**src/rtl/multdiv_pkg.sv**
```systemverilog
// multdiv_pkg: shared types and constants for the multi-cycle multiply/divide unit.
package multdiv_pkg;
  localparam int MD_WIDTH = 32;
  localparam int ITER = MD_WIDTH;
  localparam int CNT_W = $clog2(MD_WIDTH + 1);
  localparam logic [MD_WIDTH-1:0] INT_MIN = {1'b1, {(MD_WIDTH-1){1'b0}}};
  typedef enum logic [2:0] {IDLE, MUL, DIV, FIX, DONE} state_e;
  typedef enum logic {OP_MUL, OP_DIV} op_e;
endpackage

```
**src/rtl/multdiv_datapath.sv**
```systemverilog
// multdiv_datapath: Booth/restoring shift registers around one shared WIDTH+1-bit adder.
// Divider logic is present only when MULTDIV_DIV_EN is defined.
module multdiv_datapath
  import multdiv_pkg::*;
#(
  parameter int WIDTH = MD_WIDTH
) (
  input  logic             clock,
  input  logic             reset_n,
`ifdef MULTDIV_DIV_EN
  input  op_e              op,
  input  logic             fix,
`endif
  input  logic             start,
  input  logic             step,
  input  logic             load,
  input  logic             err,
  input  logic [WIDTH-1:0] op_a,
  input  logic [WIDTH-1:0] op_b,
  output logic [WIDTH-1:0] result,
  output logic             exception
);
  localparam int W = WIDTH;
  // Multiply: {hi[W], lo[W], q-1}; divide: {rem[W+1], quotient[W]}
  logic [2*W:0] acc;
  logic [W-1:0] m;
  logic [W:0] add_a, add_b, sum;
  logic sub, mul_ovf;
`ifdef MULTDIV_DIV_EN
  op_e op_q;
  logic neg, dz, ovf;
  logic [W-1:0] mag_a, mag_b;
  assign mag_a = op_a[W-1] ? -op_a : op_a;
  assign mag_b = op_b[W-1] ? -op_b : op_b;
`endif
  assign mul_ovf = !(&acc[2*W:W] || !(|acc[2*W:W]));
  always_comb begin
    add_a = {acc[2*W], acc[2*W:W+1]};
    add_b = (acc[1] ^ acc[0]) ? {m[W-1], m} : '0;
    sub = acc[1:0] == 2'b10;
`ifdef MULTDIV_DIV_EN
    if (op_q == OP_DIV) begin
      add_a = fix ? '0 : acc[2*W-1:W-1];
      add_b = {1'b0, fix ? acc[W-1:0] : m};
      sub = 1'b1;
    end
`endif
    sum = sub ? add_a - add_b : add_a + add_b;
  end
  always_ff @(posedge clock or negedge reset_n) begin
    if (!reset_n) begin
      acc <= '0;
      m <= '0;
      result <= '0;
      exception <= 1'b0;
`ifdef MULTDIV_DIV_EN
      op_q <= OP_MUL;
      neg <= 1'b0;
      dz <= 1'b0;
      ovf <= 1'b0;
`endif
    end else begin
      if (start) begin
`ifdef MULTDIV_DIV_EN
        op_q <= op;
        neg <= op_a[W-1] ^ op_b[W-1];
        dz <= op_b == '0;
        ovf <= op_a == INT_MIN && op_b == '1;
        acc <= op == OP_DIV ? {{(W+1){1'b0}}, mag_a} : {{W{1'b0}}, op_b, 1'b0};
        m <= op == OP_DIV ? mag_b : op_a;
`else
        acc <= {{W{1'b0}}, op_b, 1'b0};
        m <= op_a;
`endif
      end else if (step) begin
`ifdef MULTDIV_DIV_EN
        if (op_q == OP_DIV)
          acc <= sum[W] ? {acc[2*W-1:0], 1'b0} : {sum, acc[W-2:0], 1'b1};
        else
`endif
        acc <= {sum, acc[W:1]};
      end
`ifdef MULTDIV_DIV_EN
      else if (fix && op_q == OP_DIV && neg)
        acc[W-1:0] <= sum[W-1:0];
`endif
      if (load) begin
`ifdef MULTDIV_DIV_EN
        result <= (err || (op_q == OP_DIV && dz)) ? '0 : op_q == OP_DIV ? acc[W-1:0] : acc[W:1];
        exception <= err || (op_q == OP_DIV ? (dz || ovf) : mul_ovf);
`else
        result <= err ? '0 : acc[W:1];
        exception <= err || mul_ovf;
`endif
      end
    end
  end
endmodule

```
**src/rtl/multdiv_unit.sv**
```systemverilog
// multdiv_unit: 34-cycle signed multiply/divide with start/ready handshake.
// Define MULTDIV_DIV_EN to include the divider; otherwise a divide start reports an exception.
module multdiv_unit
  import multdiv_pkg::*;
#(
  parameter int WIDTH = MD_WIDTH
) (
  input  logic             clock,
  input  logic             reset_n,
  input  logic [WIDTH-1:0] data_operandA,
  input  logic [WIDTH-1:0] data_operandB,
  input  logic             ctrl_MULT,
  input  logic             ctrl_DIV,
  output logic [WIDTH-1:0] data_result,
  output logic             data_exception,
  output logic             data_resultRDY,
  output logic             busy
);
  state_e state_q, state_d;
  logic [CNT_W-1:0] cnt_q, cnt_d;
  logic err_q, err_d, start;
  always_comb begin
    start = (state_q == IDLE || state_q == DONE) && (ctrl_MULT || ctrl_DIV);
    state_d = state_q;
    cnt_d = cnt_q;
    err_d = err_q;
    if (start) begin
      cnt_d = '0;
      err_d = 1'b0;
`ifdef MULTDIV_DIV_EN
      state_d = (ctrl_MULT && ctrl_DIV) ? FIX : ctrl_MULT ? MUL : DIV;
`else
      state_d = (ctrl_MULT && !ctrl_DIV) ? MUL : FIX;
`endif
      // Rejected starts skip straight to the final FIX cycle so RDY follows one edge later
      if (state_d == FIX) begin
        cnt_d = CNT_W'(ITER + 1);
        err_d = 1'b1;
      end
    end else if (state_q == MUL || state_q == DIV) begin
      cnt_d = cnt_q + 1'b1;
      state_d = cnt_q == CNT_W'(ITER - 1) ? FIX : state_q;
    end else if (state_q == FIX) begin
      cnt_d = cnt_q + 1'b1;
      state_d = cnt_q == CNT_W'(ITER + 1) ? DONE : FIX;
    end else if (state_q == DONE) begin
      state_d = IDLE;
    end
  end
  always_ff @(posedge clock or negedge reset_n) begin
    if (!reset_n) begin
      state_q <= IDLE;
      cnt_q <= '0;
      err_q <= 1'b0;
    end else begin
      state_q <= state_d;
      cnt_q <= cnt_d;
      err_q <= err_d;
    end
  end
  assign data_resultRDY = state_q == DONE;
  assign busy = state_q == MUL || state_q == DIV || state_q == FIX;
  multdiv_datapath #(.WIDTH(WIDTH)) u_dp (
    .clock,
    .reset_n,
`ifdef MULTDIV_DIV_EN
    .op       (ctrl_DIV && !ctrl_MULT ? OP_DIV : OP_MUL),
    .fix      (state_q == FIX && cnt_q == CNT_W'(ITER)),
`endif
    .start,
    .step     (state_q == MUL || state_q == DIV),
    .load     (state_q == FIX && cnt_q == CNT_W'(ITER + 1)),
    .err      (err_q),
    .op_a     (data_operandA),
    .op_b     (data_operandB),
    .result   (data_result),
    .exception(data_exception)
  );
endmodule

```
**config.mk**
```make
export PLATFORM = sky130hd
export DESIGN_NAME = multdiv_unit
export DESIGN_NICKNAME = d
export VERILOG_FILES = /design/src/rtl/multdiv_pkg.sv /design/src/rtl/multdiv_datapath.sv /design/src/rtl/multdiv_unit.sv
export SDC_FILE = /design/constraint.sdc
export NUM_CORES = 1
export LEC_CHECK = 0
export CORE_MARGIN = 2
export CORE_UTILIZATION = 55
export CTS_BUF_LIST = sky130_fd_sc_hd__clkbuf_8
export CTS_CLUSTER_DIAMETER = 80
export DETAILED_ROUTE_END_ITERATION = 6
export PLACE_DENSITY = 0.77
export SETUP_SLACK_MARGIN = 0.4
export SLEW_MARGIN = 20
export SYNTH_ARGS = -nofsm -noshare
export SYNTH_HDL_FRONTEND = slang
export SYNTH_HIERARCHICAL = 1
export SYNTH_SLANG_ARGS = --single-unit
export TNS_END_PERCENT = 10
```
**constraint.sdc**
```tcl
create_clock -name clock -period 12.1 [get_ports clock]
set_clock_uncertainty 0.2 [all_clocks]
set_input_delay 2.42 -clock clock [delete_from_list [all_inputs] [get_ports clock]]
set_output_delay 2.42 -clock clock [all_outputs]
set_load 0.02 [all_outputs]
```
==> metrics.txt <==
CTS Buf Count=17; top cells by area, synth=dfrtp_1 39%, o21ai_0 5.1%, ha_1 5.1%; FF+latch count, synth=140; die area=17200 µm²; cell area after layout=10400 µm²; CTS H-tree lvls=4; Hold Buf Count CTS=0; nets=1152; total wire length=21.7 mm; placed cell count=1244; DRC viols=0; Post-CTS Repair Setup Buffers=0; Final Max Slew Viols=0; initial antenna violation count=0; Core Area=15900 µm²; share of cells above drive strength 1=8.40%; Final GP Congestion=0.942; HP Class=flop to flop; Reg clk slew, reported paths=0.09 ns; status=completed; share of the synthesized area in the top cell type=39.3%; Overflow after GRT=0; Reg2Reg Depth=16; CTS tree=done; Worst EP required=12.24 ns; placed cell areas=10000 µm²; clock sinks=140; Multi-input gate area=4970 µm²; CP arrival=5.20 ns; first-pass GRT wire length=36.3 mm; Synth cell types=70; Starting Density=56.1%; pin count of the biggest net entering global routing=81; final hold vios=0; RR Startpoint=u_dp/acc[1]; via count=7483; Layout area overhead=16.8%; Mapped Nets=1080; number of synthesized flops with an enable pin=0; worst slew pin tran=1.09 ns; fin util=65.5%; CP Max Fanout=44; DR WL/cell=17.0 µm; Cell Count, Final, Fillers Out=1276; # resized after CTS=0; Critical Path Sink=u_dp/acc[58]; total global-route track usage=25.9%; WS Path Type=flop to flop; Seq/Total Area, Yosys=39.3%; number of top-level pins=103; vias in the first global route=7194; register area=3500 µm²; Port Buffer Count=102; Synth Flop Type=dfrtp_1; Slew headroom=26.9%; # rows=46; worst reg2reg endpoint=u_dp/acc[58]; Synth warnings=6; Synth area leader=dfrtp_1; Critical path origin=u_dp/acc[1]; RSZ-0062 raised after global routing=false; CP Launch Type=flop; TNS Setup=0 ns; CTS max path bufs=2; initial DRC count=511; Post-Syn Area=8910 µm²; setup violators final=0; 1st-pass router iterations=5; worst-skew pair later-pin latency=0.45 ns; placed wire-length estimate=15.5 mm; min cycle time layout=5.07 ns; Vias/cell=5.86; clk root buf=clkbuf_8; async set-reset flop share out of synthesis=100%; ANT cells=0; Die H=131 µm; Die Wd=131 µm; Final period util=41.9%; Max Cap Viol=0; Synth Instances=975; Reg2Reg Setup Slack=7.03 ns; Antenna Nets Post-Route=0; element type at the critical path end=flop; Mean Syn Cell Area=9.14 µm²; fillers=1356; fmax=197 MHz
==> worst min-delay path by stage <==
stage / start / endpoint / slack, ns / cells past startpoint
after CTS: u_dp/result[0] / u_dp/result[0] / 0.33 / 2
after global placement: u_dp/acc[0] / u_dp/acc[0] / 0.30 / 2
after detailed placement: u_dp/result[27] / u_dp/result[27] / 0.31 / 2
after global routing: u_dp/result[10] / u_dp/result[10] / 0.36 / 2
final: u_dp/result[0] / u_dp/result[0] / 0.32 / 2
after floorplan: u_dp/acc[0] / u_dp/acc[0] / 0.29 / 2
==> flip-flops by register name (all words and copies together), names as in the netlist <==
register / flops
u_dp/result: 32
cnt_q: 6
u_dp/exception: 1
state_q: 3
u_dp/m: 32
err_q: 1
u_dp/acc: 65
==> kinds of logic after synthesis <==
logic type                 after synthesis  share of synthesized area, %
DFF                                    140                          39.3
and+or+nand+nor                        314                          18.9
AOI/OAI and AO/OA                      252                          17.5
adders and majority gates               37                          5.28
muxes                                   74                          8.75
xor gates and xnor gates                53                          5.21
buffers and inverters                  105                          5.10
==> through the flow <==
| step | setup WS, ns | hold WS, ns |
|---|---|---|
| 6_report | 7.03 | 0.318 |
| 3_5_place_dp | 6.60 | 0.314 |
| 2_1_floorplan | 7.52 | 0.286 |
| 5_1_grt | 6.79 | 0.357 |
| 4_1_cts | 7.08 | 0.327 |
| 3_3_place_gp | 6.65 | 0.303 |
==> synthesized netlist by cell type, types with 20 or more instances <==
| cell type | n |
|---|---|
| nand4_1 | 20 |
| nand3b_1 | 42 |
| mux2i_1 | 43 |
| nor2_1 | 81 |
| o21ai_0 | 91 |
| mux2_2 | 31 |
| inv_1 | 49 |
| dfrtp_1 | 140 |
| a21o_1 | 21 |
| nand2_1 | 72 |
| xor2_1 | 23 |
| xnor2_1 | 30 |
| clkbuf_1 | 40 |
| ha_1 | 36 |
| a21oi_1 | 61 |
==> area by class of cell <==
class,instances,share of cell area [%]
clock inverter,14,1.53
inverter,50,1.82
sequential,140,33.7
multi-input combinational,730,47.8
clock buffer,18,2.38
tap,216,2.60
timing repair buffer,108,10.3
==> critical path: stages (launching register included) <==
cell and delay, ns:
dfrtp_1 0.44, ha_1 0.30, buf_4 0.34, nand2b_1 0.20, ha_1 0.22, o21a_1 0.35
nor2_1 0.12, o311ai_0 0.75, ha_1 0.46, and4_1 0.23, and3_1 0.18, a22oi_1 0.14
o21ai_1 0.14, or2_1 0.29, a211oi_1 0.29, xnor2_1 0.11, a22o_1 0.20
==> cell usage in the layout, fill, tap and decap left out, types with 10 or more instances in the layout <==
master | Yosys | routed
dfrtp_1 | 140 | 140
clkdlybuf4s50_1 | 0 | 101
o21ai_0 | 91 | 91
nor2_1 | 81 | 80
nand2_1 | 72 | 72
a21oi_1 | 61 | 61
inv_1 | 49 | 48
mux2i_1 | 43 | 43
nand3b_1 | 42 | 42
ha_1 | 36 | 36
mux2_2 | 31 | 31
xnor2_1 | 30 | 30
xor2_1 | 23 | 23
a21o_1 | 21 | 21
nand4_1 | 20 | 20
clkbuf_8 | 5 | 18
nor3_1 | 16 | 16
a22o_1 | 16 | 16
nand2b_1 | 15 | 15
nor2b_1 | 13 | 13
nor4_1 | 13 | 13
nand3_1 | 10 | 10
==> routing by layer <==
metal / global-route usage, % / part of all wire [%] / wire (µm)
met2: 40.0 / 47 / 10100
met5: 0 / 0 / 0
met4: 7.55 / 1.5 / 321
met1: 38.1 / 47 / 10100
met3: 3.90 / 5.1 / 1110
Power is left out: the tool's default activity adds up to more than one toggle a clock period on the data nets, which glitch-free logic cannot reach.
